**src/rtl/pc_sequencer.sv**
```systemverilog
// Program-counter sequencer: picks the next PC and the PC-IF register's Flush1/Stall1 controls.
// Latency: PC, Flush1, running and fetch_count change one edge after the event that causes them. Stall1 is combinational.
// Backpressure: when hazard_stall=1 or mem_ready=0 in RUN, the PC holds and Stall1 is raised. A redirect overrides the stall.
module pc_sequencer #(
    parameter int          PC_W     = 9,
    parameter int unsigned RESET_PC = 0,
    parameter int          CNT_W    = 16
) (
    input  logic             clk,
    input  logic             rst_n,
    input  logic             start,
    input  logic             hazard_stall,
    input  logic             mem_ready,
    input  logic             redirect_valid,
    input  logic [PC_W-1:0]  redirect_pc,
    input  logic             halt_req,
    output logic [PC_W-1:0]  PC,
    output logic             Flush1,
    output logic             Stall1,
    output logic             running,
    output logic [CNT_W-1:0] fetch_count
);

    localparam logic [PC_W-1:0] W_RESET_PC = RESET_PC[PC_W-1:0];

    typedef enum logic [1:0] {
        S_IDLE     = 2'd0,
        S_RUN      = 2'd1,
        S_REDIRECT = 2'd2,
        S_HALTED   = 2'd3
    } state_t;

    state_t           r_state;
    state_t           w_state_nxt;
    logic [PC_W-1:0]  r_pc;
    logic [PC_W-1:0]  w_pc_nxt;
    logic             r_flush;
    logic             w_flush_nxt;
    logic             r_running;
    logic             w_running_nxt;
    logic [CNT_W-1:0] r_cnt;
    logic [CNT_W-1:0] w_cnt_nxt;
    logic             w_advance;
    logic             w_cnt_sat;
    logic             w_stall;

    assign w_advance = !hazard_stall && mem_ready;
    assign w_cnt_sat = &r_cnt;

    // Next-state, next-PC, flush and stall decision; redirect outranks halt, which outranks stall.
    always_comb begin
        w_state_nxt = r_state;
        w_pc_nxt    = r_pc;
        w_flush_nxt = 1'b0;
        w_cnt_nxt   = r_cnt;
        w_stall     = 1'b1;
        case (r_state)
            S_IDLE: begin
                w_pc_nxt = W_RESET_PC;
                if (start) begin
                    w_state_nxt = S_RUN;
                end
            end
            S_RUN: begin
                w_stall = !w_advance;
                if (redirect_valid) begin
                    w_pc_nxt    = redirect_pc;
                    w_flush_nxt = 1'b1;
                    w_state_nxt = S_REDIRECT;
                end else if (halt_req) begin
                    w_state_nxt = S_HALTED;
                end else if (w_advance) begin
                    w_pc_nxt = r_pc + 1'b1;
                    if (!w_cnt_sat) begin
                        w_cnt_nxt = r_cnt + 1'b1;
                    end
                end
            end
            S_REDIRECT: begin
                // The flush makes the PC-IF register load the target whether or not a stall is present.
                w_stall = 1'b0;
                if (redirect_valid) begin
                    w_pc_nxt    = redirect_pc;
                    w_flush_nxt = 1'b1;
                end else begin
                    w_state_nxt = S_RUN;
                end
            end
            S_HALTED: begin
                if (redirect_valid) begin
                    w_pc_nxt    = redirect_pc;
                    w_flush_nxt = 1'b1;
                    w_state_nxt = S_REDIRECT;
                end
            end
            default: begin
                w_state_nxt = S_IDLE;
                w_pc_nxt    = W_RESET_PC;
            end
        endcase
        w_running_nxt = (w_state_nxt == S_RUN) || (w_state_nxt == S_REDIRECT);
    end

    // State and registered outputs; reset clears everything at once, including in-flight redirects.
    always_ff @(posedge clk or negedge rst_n) begin
        if (!rst_n) begin
            r_state   <= S_IDLE;
            r_pc      <= W_RESET_PC;
            r_flush   <= 1'b0;
            r_running <= 1'b0;
            r_cnt     <= '0;
        end else begin
            r_state   <= w_state_nxt;
            r_pc      <= w_pc_nxt;
            r_flush   <= w_flush_nxt;
            r_running <= w_running_nxt;
            r_cnt     <= w_cnt_nxt;
        end
    end

    assign PC          = r_pc;
    assign Flush1      = r_flush;
    assign Stall1      = w_stall;
    assign running     = r_running;
    assign fetch_count = r_cnt;

endmodule

```
**config.mk**
```make
export PLATFORM = sky130hd
export DESIGN_NAME = pc_sequencer
export DESIGN_NICKNAME = d
export VERILOG_FILES = /design/src/rtl/pc_sequencer.sv
export SDC_FILE = /design/constraint.sdc
export NUM_CORES = 1
export LEC_CHECK = 0
export ABC_AREA = 0
export BUFFER_PORTS_ARGS = -buffer_cell sky130_fd_sc_hd__buf_4
export CAP_MARGIN = 15
export CORE_ASPECT_RATIO = 2
export CORE_MARGIN = 5
export CORE_UTILIZATION = 35
export CTS_CLUSTER_SIZE = 28
export DETAILED_ROUTE_END_ITERATION = 10
export HOLD_SLACK_MARGIN = 0.05
export MAX_ROUTING_LAYER = met4
export PLACE_DENSITY = 0.59
export REMOVE_ABC_BUFFERS = 1
export SYNTH_ARGS = -nofsm -noshare
export SYNTH_HDL_FRONTEND = slang
export SYNTH_SLANG_ARGS = --single-unit
```
**constraint.sdc**
```tcl
create_clock -name clk -period 2.15 [get_ports clk]
set_clock_uncertainty 0.05 [all_clocks]
set_input_delay 0.215 -clock clk [delete_from_list [all_inputs] [get_ports clk]]
set_output_delay 0.215 -clock clk [all_outputs]
set_load 0.005 [all_outputs]
```
==> results of run 1 <==
## sequential cells by signal (all words and copies together), names as in the netlist
signal / flops
Flush1: 1
PC: 9
fetch_count: 16
r_state: 2
running: 1
## through the flow
step / cells / hold slack, ns / worst slack [ns] / power, mW
floorplan: 153 / -0.1306 / 0.2534 / 0.8996
global placement: 253 / 0.1158 / 0.4385 / 1.131
detailed placement: 253 / 0.1145 / 0.3906 / 1.134
CTS: 261 / 0.1310 / 0.3841 / 1.589
global route: 261 / 0.1435 / 0.3023 / 1.664
finish: 261 / 0.1407 / 0.3888 / 1.565
## cells in the mapped netlist, drive strengths merged (2+ instances only)
| cell type | number |
|---|---|
| o2bb2ai | 4 |
| o22ai | 5 |
| inv | 5 |
| nor3b | 5 |
| nor2 | 12 |
| nand4 | 6 |
| ha | 2 |
| and2 | 2 |
| nand2 | 9 |
| mux2 | 2 |
| nand3 | 7 |
| nor3 | 14 |
| and3 | 4 |
| or3b | 2 |
| o21ai | 5 |
| buf | 6 |
| a21o | 3 |
| a22oi | 3 |
| or2 | 2 |
| xor2 | 14 |
| dfrtp | 29 |
| a21oi | 6 |
## power breakdown
part / leakage [nW] / internal, mW / total [mW] / switching, mW
combinational: 0.629 / 0.214 / 0.387 / 0.173
clock: 0.0443 / 0.253 / 0.447 / 0.194
sequential: 0.373 / 0.624 / 0.731 / 0.107
total: 1.05 / 1.09 / 1.56 / 0.473
## layout make-up
cell class	instances	area [um^2]	area share
multi-input cells	119	820.8	0.3969
inverters	5	18.77	0.009074
flip-flops and latches	29	725.7	0.3509
well taps	55	68.82	0.03327
clock buffers	7	86.33	0.04174
repair buffers	46	347.8	0.1682
## how the worst max path moves through the flow
stage	from	endpoint	slack, ns	cells past startpoint
finish	r_state[1]$_DFF_PN0_	fetch_count[1]$_DFFE_PN0P_	0.39	4
global placement	r_state[1]$_DFF_PN0_	fetch_count[1]$_DFFE_PN0P_	0.44	4
floorplan	fetch_count[7]$_DFFE_PN0P_	fetch_count[1]$_DFFE_PN0P_	0.25	4
global route	r_state[1]$_DFF_PN0_	fetch_count[1]$_DFFE_PN0P_	0.30	4
detailed placement	r_state[1]$_DFF_PN0_	fetch_count[1]$_DFFE_PN0P_	0.39	4
CTS	r_state[1]$_DFF_PN0_	fetch_count[1]$_DFFE_PN0P_	0.38	4
## worst max-delay path, cell delays in order, from the launching register on
cell and delay [ns]:
dfrtp_1 0.49, and4bb_2 0.41, nand2_2 0.14, nor2_1 0.21
mux2_2 0.35
## metal layers
layer,part of all wire,GRT usage
met5,0,-
met4,0.022,0.05970
met3,0.064,0.03645
met2,0.55,0.2629
met1,0.36,0.1464
## cell families (layout without fill, tap and decap cells)
family | after synthesis | after routing
compound gates | 31 | 31
xor+xnor | 15 | 15
fa+ha+maj | 2 | 2
buf+inv | 12 | 58
flops | 29 | 29
mux | 2 | 2
simple gates | 69 | 69
## layout by cell type, fill, tap and decap left out, types with 5 or more instances in the layout
cell type and instances:
nand3_1 7, nor2_1 12, nor3_1 13, a21oi_1 5, clkbuf_8 6, xor2_1 14
buf_4 45, nand2_1 8, o21ai_0 5, dfrtp_1 29, inv_1 5, o22ai_1 5
==> key figures, run 1 <==
Outcome
  – Status: finished, final reports clean

Clock tree
  – Clock slew seen by the registers of the worst setup and hold paths: 0.06 ns
  – Longest Clk Path Bufs: 2
  – CTS tree: yes
  – CTS buffer count: 5
  – CTS sink cnt: 29
  – Clock latency on the worst-skew pair: 0.28 ns
  – Number of post-CTS setup repair buffers: 0
  – Root Buffer: clkbuf_8
  – # hold bufs at CTS: 1
  – Resize count post-CTS: 0
  – H-tree Lvls: 2

Worst setup path
  – RR Startpoint: r_state[1]$_DFF_PN0_
  – Setup Crit Path Kind: flop to flop
  – Startpoint types: flop
  – Crit path DAT: 1.87 ns
  – Crit end category: flop
  – CP required: 2.26 ns
  – Register-to-Register Path Depth: 4
  – CP max FO: 11
  – Reg-to-reg endpoint: fetch_count[1]$_DFFE_PN0P_
  – R2r setup slk: 0.39 ns

Placed design
  – HPWL Detailed: 3260 um
  – Input/output buffers: 43
  – Gpl congestion: 0.8081
  – Placed instance area: 1972 um^2

Synth
  – Mux cell area share after synthesis: 0.01400
  – Synth area leader: dfrtp_1
  – Post-synthesis sequential area ratio: 0.4510
  – Synth Area in Simple Gates: 0.2667
  – Adder-cell share of the synthesized area: 0.01555
  – Dominant synthesized flop cell: dfrtp_1
  – Largest family of logic cells by synthesized area: simple AND/OR/NAND/NOR gates
  – Ranking of synthesized cells by area: dfrtp_1 45%, xor2_1 7.6%, nor3_1 4.0%
  – Synth Area in XOR/XNOR: 0.08165
  – Synth Area in Compound Gates: 0.1322
  – Synth cell types: 41
  – Ys Warns: 0
  – Async set or reset register ratio after synthesis: 1.000
  – Post-synth EDFFs: 0
  – Synthesized flop and latch total: 29
  – Synth Cell Area: 1609 um^2
  – Mean Syn Cell Area: 10.06 um^2
  – Synth top area share: 0.4510
  – Synth Instances: 160

STA
  – Fin. Hold Viols: 0
  – Pins Over Slew Limit: 0
  – Crit path time final: 1.761 ns
  – Final-report setup violation count: 0
  – Fin crit share: 0.8191
  – Slew @ Worst Pin: 0.5276 ns
  – RSZ-0062 raised after global routing: false
  – F_max: 0.5678 GHz
  – Post-Route Setup TNS: 0 ns
  – Relative slew margins: 0.6456

Cells and area
  – Final instance area: 2068 um^2
  – Antenna diode count: 0
  – Nets: 224
  – Core Util, Final: 0.4541
  – Area grow syn2layout: 28.54%
  – Layout cell share with drive strength beyond 1: 0.3204
  – Filler cells: 484

Floorplan
  – Die height: 105.9 um
  – Top-level I/O count: 44
  – Die width: 57.95 um
  – Die area: 6136 um^2
  – Number of cell rows: 35
  – Initial Util: 0.3533
  – Core ar.: 4554 um^2

Drt
  – WL/cell: 15.97 um
  – Initial DRT Pass Iterations: 4
  – Final WL: 4169 um
  – Initial DRC Count: 44
  – Vias post-DR: 1,436
  – Drt via density: 5.502
  – Final ANT Viol Nets: 0
  – Post-route DRC: 0

Power
  – IR drop worst, VDD: 0.4268 mV
  – LEAKAGE: 1.046 nW
  – Pwr/cell area: 756.5 nW/um^2

Hold path
  – Hold Path Sink: PC[1]$_DFFE_PN0P_
  – Min-Delay Path Class: primary input to flop
  – Hold Crit Start: redirect_pc[1]
  – Hold depth: 3

GRT
  – First-pass GRT wire length: 6727 um
  – Total track usage: 0.1467
  – Antenna violations before repair: 0
  – Total grt overflow: 0
  – Vias in the first global route: 1,487
  – Pin count of the biggest net entering global routing: 30

Job
  – Max-cap violations: 0
(Power assumes the default switching activity.)
==> inputs of run 2 (changes only) <==
==> constraint.sdc (replaced) <==
create_clock -name clk -period 1.81 [get_ports clk]
set_clock_uncertainty 0.05 [all_clocks]
set_input_delay 0.181 -clock clk [delete_from_list [all_inputs] [get_ports clk]]
set_output_delay 0.181 -clock clk [all_outputs]
set_load 0.005 [all_outputs]
==> run 2 against run 1 <==
Net effect: final cell count increased by 2.7%; register-to-register slack got worse by 0.26 ns; largest cell class unchanged; setup slack got worse by 0.26 ns; count of clock-buffer cells in the layout increased by 1.
==> key figures, run 2 (same netlist as run 1, synthesis figures left out) <==
Clock tree
  – CTS tree: yes (unchanged)
  – H-tree Lvls: 2 (unchanged)
  – Clock latency on the worst-skew pair: 0.27 ns (was 0.28 ns)
  – Root Buffer: clkbuf_8 (unchanged)
  – Clock slew seen by the registers of the worst setup and hold paths: 0.06 ns (about the same)
  – CTS sink cnt: 29 (unchanged)
  – CTS buffer count: 5 (unchanged)
  – Longest Clk Path Bufs: 2 (unchanged)
  – Number of post-CTS setup repair buffers: 0 (unchanged)

Placed design
  – Placed cell count: 259 (was 253)
  – Gpl congestion: 0.8132 (was 0.8081)
  – HPWL Detailed: 3293 um (was 3260 um)
  – Place WS: 0.1220 ns (was 0.3906 ns)
  – Input/output buffers: 43 (unchanged)

Worst setup path
  – Setup Crit Path Kind: flop to flop (unchanged)
  – Crit end category: flop (unchanged)
  – Startpoint types: flop (unchanged)
  – CP required: 1.91 ns (was 2.26 ns)
  – Crit path DAT: 1.78 ns (was 1.87 ns)
  – CP max FO: 8 (was 11)

Job
  – Max-cap violations: 0 (unchanged)

Drt
  – Drt via density: 5.157 (was 5.502)
  – Final ANT Viol Nets: 0 (unchanged)
  – WL/cell: 15.45 um (was 15.97 um)
  – Post-route DRC: 0 (unchanged)
  – Initial DRC Count: 29 (was 44)
  – Final WL: 4141 um (was 4169 um)
  – Vias post-DR: 1,382 (was 1,436)
  – Initial DRT Pass Iterations: 4 (unchanged)

Cells and area
  – Max reg flops: 16 (unchanged)
  – Most frequent cells in the layout: 51 x buf_4, 28 x dfrtp_1, 14 x xor2_1, 13 x nor3_1, 12 x nor2_1 (was 45 x buf_4, 29 x dfrtp_1, 14 x xor2_1, 13 x nor3_1, 12 x nor2_1)
  – Area grow syn2layout: 31.03% (was 28.54%)
  – Antenna diode count: 0 (unchanged)
  – Layout cell share with drive strength beyond 1: 0.3380 (was 0.3204)
  – Multi-input gate area: 820.8 um^2 (unchanged)
  – Nets: 230 (was 224)
  – Storage element area: 726.9 um^2 (was 725.7 um^2)
  – Commonest non-fill, non-tap cell in the layout: buf_4 (unchanged)
  – Final Non-Filler Cells: 268 (was 261)
  – Filler cells: 482 (was 484)

GRT
  – Vias in the first global route: 1,495 (was 1,487)
  – Total grt overflow: 0 (unchanged)
  – Antenna violations before repair: 0 (unchanged)
  – Total track usage: 0.1499 (was 0.1467)
  – First-pass GRT wire length: 6851 um (was 6727 um)
  – Pin count of the biggest net entering global routing: 30 (unchanged)

STA
  – Fin. Hold Viols: 0 (unchanged)
  – Fin crit share: 0.9280 (was 0.8191)
  – F_max: 0.5954 GHz (was 0.5678 GHz)
  – Pins Over Slew Limit: 0 (unchanged)
  – Final setup margin: 0.1304 ns (was 0.3888 ns)
  – RSZ-0062 raised after global routing: false (unchanged)
  – Crit path time final: 1.680 ns (was 1.761 ns)
  – Slew @ Worst Pin: 0.4544 ns (was 0.5276 ns)
  – Hold WS: 0.1153 ns (was 0.1407 ns)
  – Final-report setup violation count: 0 (unchanged)
  – Relative slew margins: 0.6960 (was 0.6456)

Floorplan
  – Number of cell rows: 35 (unchanged)
  – Initial Util: 0.3533 (unchanged)
  – Top-level I/O count: 44 (unchanged)
  – Die width: 57.95 um (unchanged)
  – Core ar.: 4554 um^2 (unchanged)
  – Die area: 6136 um^2 (unchanged)
  – Die height: 105.9 um (unchanged)

Hold path
  – Min-Delay Path Class: primary input to flop (unchanged)

Outcome
  – Status: finished, final reports clean (unchanged)

Power
  – Pwr/cell area: 871.4 nW/um^2 (was 756.5 nW/um^2)
  – LEAKAGE: 1.072 nW (was 1.046 nW)
  – IR drop worst, VDD: 0.5803 mV (was 0.4268 mV)
## run 2: layout make-up
cell class / count / share of cell area
Clock buffer: 8 / 0.03798
Multi-Input combinational cell: 119 / 0.3893
Inverter: 5 / 0.008902
Timing Repair Buffer: 52 / 0.1864
Sequential cell: 29 / 0.3448
Tap cell: 55 / 0.03264
## run 2: metrics by stage
stage	total power [mW]	utilization	TNS [ns]	area (um^2)
global placement	1.352	0.4429	0	2017
floorplan	1.069	-	-0.08664	1565
CTS	1.868	0.4626	0	2107
finish	1.837	0.4629	0	2108
global route	1.967	0.4629	0	2108
detailed placement	1.356	0.4429	0	2017
## run 2: what timing repair did
| item | CTS | global route |
|---|---|---|
| endpoints found under the setup margin | 0 | 1 |
| gates resized for setup | 0 | 1 |
| endpoints found under the hold margin | 29 | 0 |
| hold buffers | 1 | 0 |
## run 2: power breakdown
| group | total (mW) | leakage (nW) | switching, mW | internal [mW] |
|---|---|---|---|---|
| clock network | 0.500 | 0.0395 | 0.228 | 0.272 |
| logic | 0.477 | 0.661 | 0.215 | 0.262 |
| registers | 0.860 | 0.372 | 0.117 | 0.743 |
| total | 1.84 | 1.07 | 0.560 | 1.28 |
## run 2: path summary, 6_finish.rpt
kind / startpoint / end / slack [ns] / cells past startpoint
hold reg to reg: fetch_count[14]$_DFFE_PN0P_ / fetch_count[14]$_DFFE_PN0P_ / 0.46 / 1
setup / recovery: r_state[1]$_DFF_PN0_ / fetch_count[1]$_DFFE_PN0P_ / 0.13 / 4
setup reg to reg: r_state[1]$_DFF_PN0_ / fetch_count[1]$_DFFE_PN0P_ / 0.13 / 4
min in group asynchronous: rst_n / PC[2]$_DFFE_PN0P_ / 0.33 / 2
max in group asynchronous: rst_n / r_state[0]$_DFF_PN0_ / 1.07 / 2
hold / removal: redirect_pc[1] / PC[1]$_DFFE_PN0P_ / 0.12 / 3
## run 2: worst max-delay path, cell delays in order, from the launching register on
cell and delay [ns]:
dfrtp_1 0.42, and4bb_2 0.38, nand2_2 0.13, nor2_1 0.22, mux2_2 0.36
## run 2: per-layer routing
layer  track usage  part of all wire
met5             -                 0
met4       0.06302             0.015
met3       0.03159             0.055
met2        0.2759              0.57
met1        0.1453              0.36
==> inputs of run 3 (changes only) <==
--- a/config.mk
+++ b/config.mk
@@ -13,10 +13,12 @@
 export CORE_UTILIZATION = 35
 export CTS_CLUSTER_SIZE = 28
 export DETAILED_ROUTE_END_ITERATION = 10
+export GPL_TIMING_DRIVEN = 0
 export HOLD_SLACK_MARGIN = 0.05
 export MAX_ROUTING_LAYER = met4
 export PLACE_DENSITY = 0.59
 export REMOVE_ABC_BUFFERS = 1
+export SLEW_MARGIN = 20
 export SYNTH_ARGS = -nofsm -noshare
 export SYNTH_HDL_FRONTEND = slang
 export SYNTH_SLANG_ARGS = --single-unit
==> run 3 against run 2 <==
Net effect: worst hold slack lost 0.0093 ns; fmax fell by 1.6%; non-clock buffer count decreased by 5; count of clock-buffer cells in the layout fell by 1; setup slack lost 0.028 ns; flip-flop and latch count did not move; critical path type unchanged; power rose by 1.1%; highest routed layer unchanged; utilization fell by 0.38 points.
==> key figures, run 3 (same netlist as run 1, synthesis figures left out) <==
Outcome
  – Status: finished, final reports clean (unchanged)

Worst setup path
  – Buf/Inv on CP: 0 (unchanged)
  – CP max-delay cell: dfrtp_2 (was dfrtp_1)
  – RR Startpoint: r_state[1]$_DFF_PN0_ (unchanged)
  – Crit end category: flop (unchanged)
  – Crit path DAT: 1.81 ns (was 1.78 ns)
  – Cells along the critical path: and4bb_2, nand2_2, nor2_2, mux2_2 (was and4bb_2, nand2_2, nor2_1, mux2_2)
  – CP max FO: 11 (was 8)
  – CP required: 1.92 ns (was 1.91 ns)
  – Setup Crit Path Kind: flop to flop (unchanged)
  – Worst path max stage delay: 0.47 ns (was 0.42 ns)
  – CP top delay family: simple AND/OR/NAND/NOR gates (unchanged)
  – Worst Setup SP: r_state[1]$_DFF_PN0_ (unchanged)
  – Startpoint types: flop (unchanged)

STA
  – Crit path time final: 1.708 ns (was 1.680 ns)
  – Final setup margin: 0.1024 ns (was 0.1304 ns)
  – RSZ-0062 raised after global routing: false (unchanged)
  – Slew @ Worst Pin: 0.4921 ns (was 0.4544 ns)
  – F_max: 0.5856 GHz (was 0.5954 GHz)
  – Fin. Hold Viols: 0 (unchanged)
  – Hold WS: 0.1060 ns (was 0.1153 ns)
  – Pins Over Slew Limit: 0 (unchanged)
  – Final-report setup violation count: 0 (unchanged)
  – Relative slew margins: 0.6694 (was 0.6960)
  – Post-Route Setup TNS: 0 ns (unchanged)
  – Fin crit share: 0.9434 (was 0.9280)

Hold path
  – Hold Crit Start: start (was redirect_pc[1])
  – Min-Delay Path Class: primary input to flop (unchanged)

Drt
  – WL/cell: 16.07 um (was 15.45 um)
  – Final ANT Viol Nets: 0 (unchanged)
  – Initial DRC Count: 20 (was 29)
  – Vias post-DR: 1,404 (was 1,382)
  – Post-route DRC: 0 (unchanged)
  – Final WL: 4210 um (was 4141 um)
  – Initial DRT Pass Iterations: 4 (unchanged)
  – Drt via density: 5.359 (was 5.157)

Power
  – Clock power share: 0.289 (was 0.272)
  – Comb pwr share: 0.244 (was 0.260)
  – Switch Pwr: 0.5642 mW (was 0.5598 mW)
  – Internal power: 1.293 mW (was 1.277 mW)
  – Share of power burned in registers: 0.467 (was 0.468)
  – IR drop worst, VDD: 0.5019 mV (was 0.5803 mV)
  – LEAKAGE: 1.064 nW (was 1.072 nW)
  – Switching Fraction: 0.3038 (was 0.3047)
  – Pwr/cell area: 888.3 nW/um^2 (was 871.4 nW/um^2)

Clock tree
  – CTS tree: yes (unchanged)
  – H-tree Lvls: 2 (unchanged)
  – Root Buffer: clkbuf_8 (unchanged)
  – Clock slew seen by the registers of the worst setup and hold paths: 0.06 ns (about the same)
  – Clock latency on the worst-skew pair: 0.27 ns (about the same)
  – CTS sink cnt: 29 (unchanged)
  – CTS buffer count: 5 (unchanged)
  – Longest Clk Path Bufs: 2 (unchanged)

Cells and area
  – Most frequent cells in the layout: 46 x buf_4, 26 x dfrtp_1, 14 x xor2_1, 13 x nor3_1, 11 x nor2_1 (was 51 x buf_4, 28 x dfrtp_1, 14 x xor2_1, 13 x nor3_1, 12 x nor2_1)
  – Nets: 225 (was 230)
  – Commonest non-fill, non-tap cell in the layout: buf_4 (unchanged)
  – Max reg flops: 16 (unchanged)
  – Filler cells: 478 (was 482)
  – Final Non-Filler Cells: 262 (was 268)
  – Layout cell share with drive strength beyond 1: 0.3430 (was 0.3380)
  – Area grow syn2layout: 29.94% (was 31.03%)
  – Antenna diode count: 0 (unchanged)

Floorplan
  – Die width: 57.95 um (unchanged)
  – Number of cell rows: 35 (unchanged)
  – Die height: 105.9 um (unchanged)
  – Top-level I/O count: 44 (unchanged)
  – Core ar.: 4554 um^2 (unchanged)
  – Initial Util: 0.3533 (unchanged)
  – Die area: 6136 um^2 (unchanged)

Placed design
  – Gpl congestion: 0.8316 (was 0.8132)
  – Place WS: -0.4198 ns (was 0.1220 ns)
  – Input/output buffers: 43 (unchanged)
  – Placed cell count: 251 (was 259)
  – HPWL Detailed: 3217 um (was 3293 um)

GRT
  – GR Layer Usage met1: 0.1623 (was 0.1453)
  – GR Layer Usage met2: 0.2670 (was 0.2759)
  – Vias in the first global route: 1,475 (was 1,495)
  – Busiest grt layer: met2 (unchanged)
  – Total grt overflow: 0 (unchanged)
  – Total track usage: 0.1532 (was 0.1499)
  – Antenna violations before repair: 0 (unchanged)
  – First-pass GRT wire length: 7058 um (was 6851 um)
  – Pin count of the biggest net entering global routing: 30 (unchanged)
  – Routing usage on met3: 0.03159 (unchanged)

Job
  – Max-cap violations: 0 (unchanged)
[run 3: final cells by class]
class	instances	area, um^2	area share
repair buffers	47	355.3	0.1700
flip-flops and latches	29	729.5	0.3489
multi-input cells	119	832.0	0.3980
well taps	55	68.82	0.03291
clock buffers	7	86.33	0.04129
inverters	5	18.77	0.008977
[run 3: repair_timing]
action,CTS,global route
resized for setup,1,4
pin swaps,1,2
setup buffers,3,0
hold buffers,1,0
hold endpoints to repair,29,0
endpoints found under the setup margin,12,11
[run 3: power groups by stage]
stage / registers [mW] / logic (mW) / clock network [mW]
final: 0.868 / 0.453 / 0.537
after global routing: 0.890 / 0.506 / 0.593
after CTS: 0.869 / 0.463 / 0.562
after detailed placement: 0.880 / 0.460 / 0
after global placement: 0.879 / 0.456 / 0
after floorplan: 0.856 / 0.213 / 0
[run 3: tightest hold or removal path, delay by kind of cell]
family | cells | cell delay, ns
and+or+nand+nor | 2 | 0.12
buffers and inverters | 1 | 0.08
[run 3: worst paths after layout]
kind	endpoint	slack [ns]	cells after the start
hold reg to reg	fetch_count[14]$_DFFE_PN0P_	0.46	1
min in group asynchronous	PC[0]$_DFFE_PN0P_	0.32	2
hold / removal	r_state[0]$_DFF_PN0_	0.11	3
max in group asynchronous	fetch_count[8]$_DFFE_PN0P_	1.08	2
setup reg to reg	fetch_count[1]$_DFFE_PN0P_	0.10	4
setup / recovery	fetch_count[1]$_DFFE_PN0P_	0.10	4
[run 3: per-layer routing]
| metal | share of wire | vias up |
|---|---|---|
| li1 | - | 673 |
| met2 | 0.55 | 51 |
| met3 | 0.057 | 8 |
| met5 | 0 | - |
| met4 | 0.018 | 0 |
| met1 | 0.38 | 672 |
[run 3: per-stage QoR]
stage               area (um^2)  utilization  power, mW
floorplan                  1565            -      1.069
global placement           1957       0.4297      1.335
detailed placement         1957       0.4297      1.340
CTS                        2085       0.4577      1.895
global route               2091       0.4591      1.988
finish                     2091       0.4591      1.857
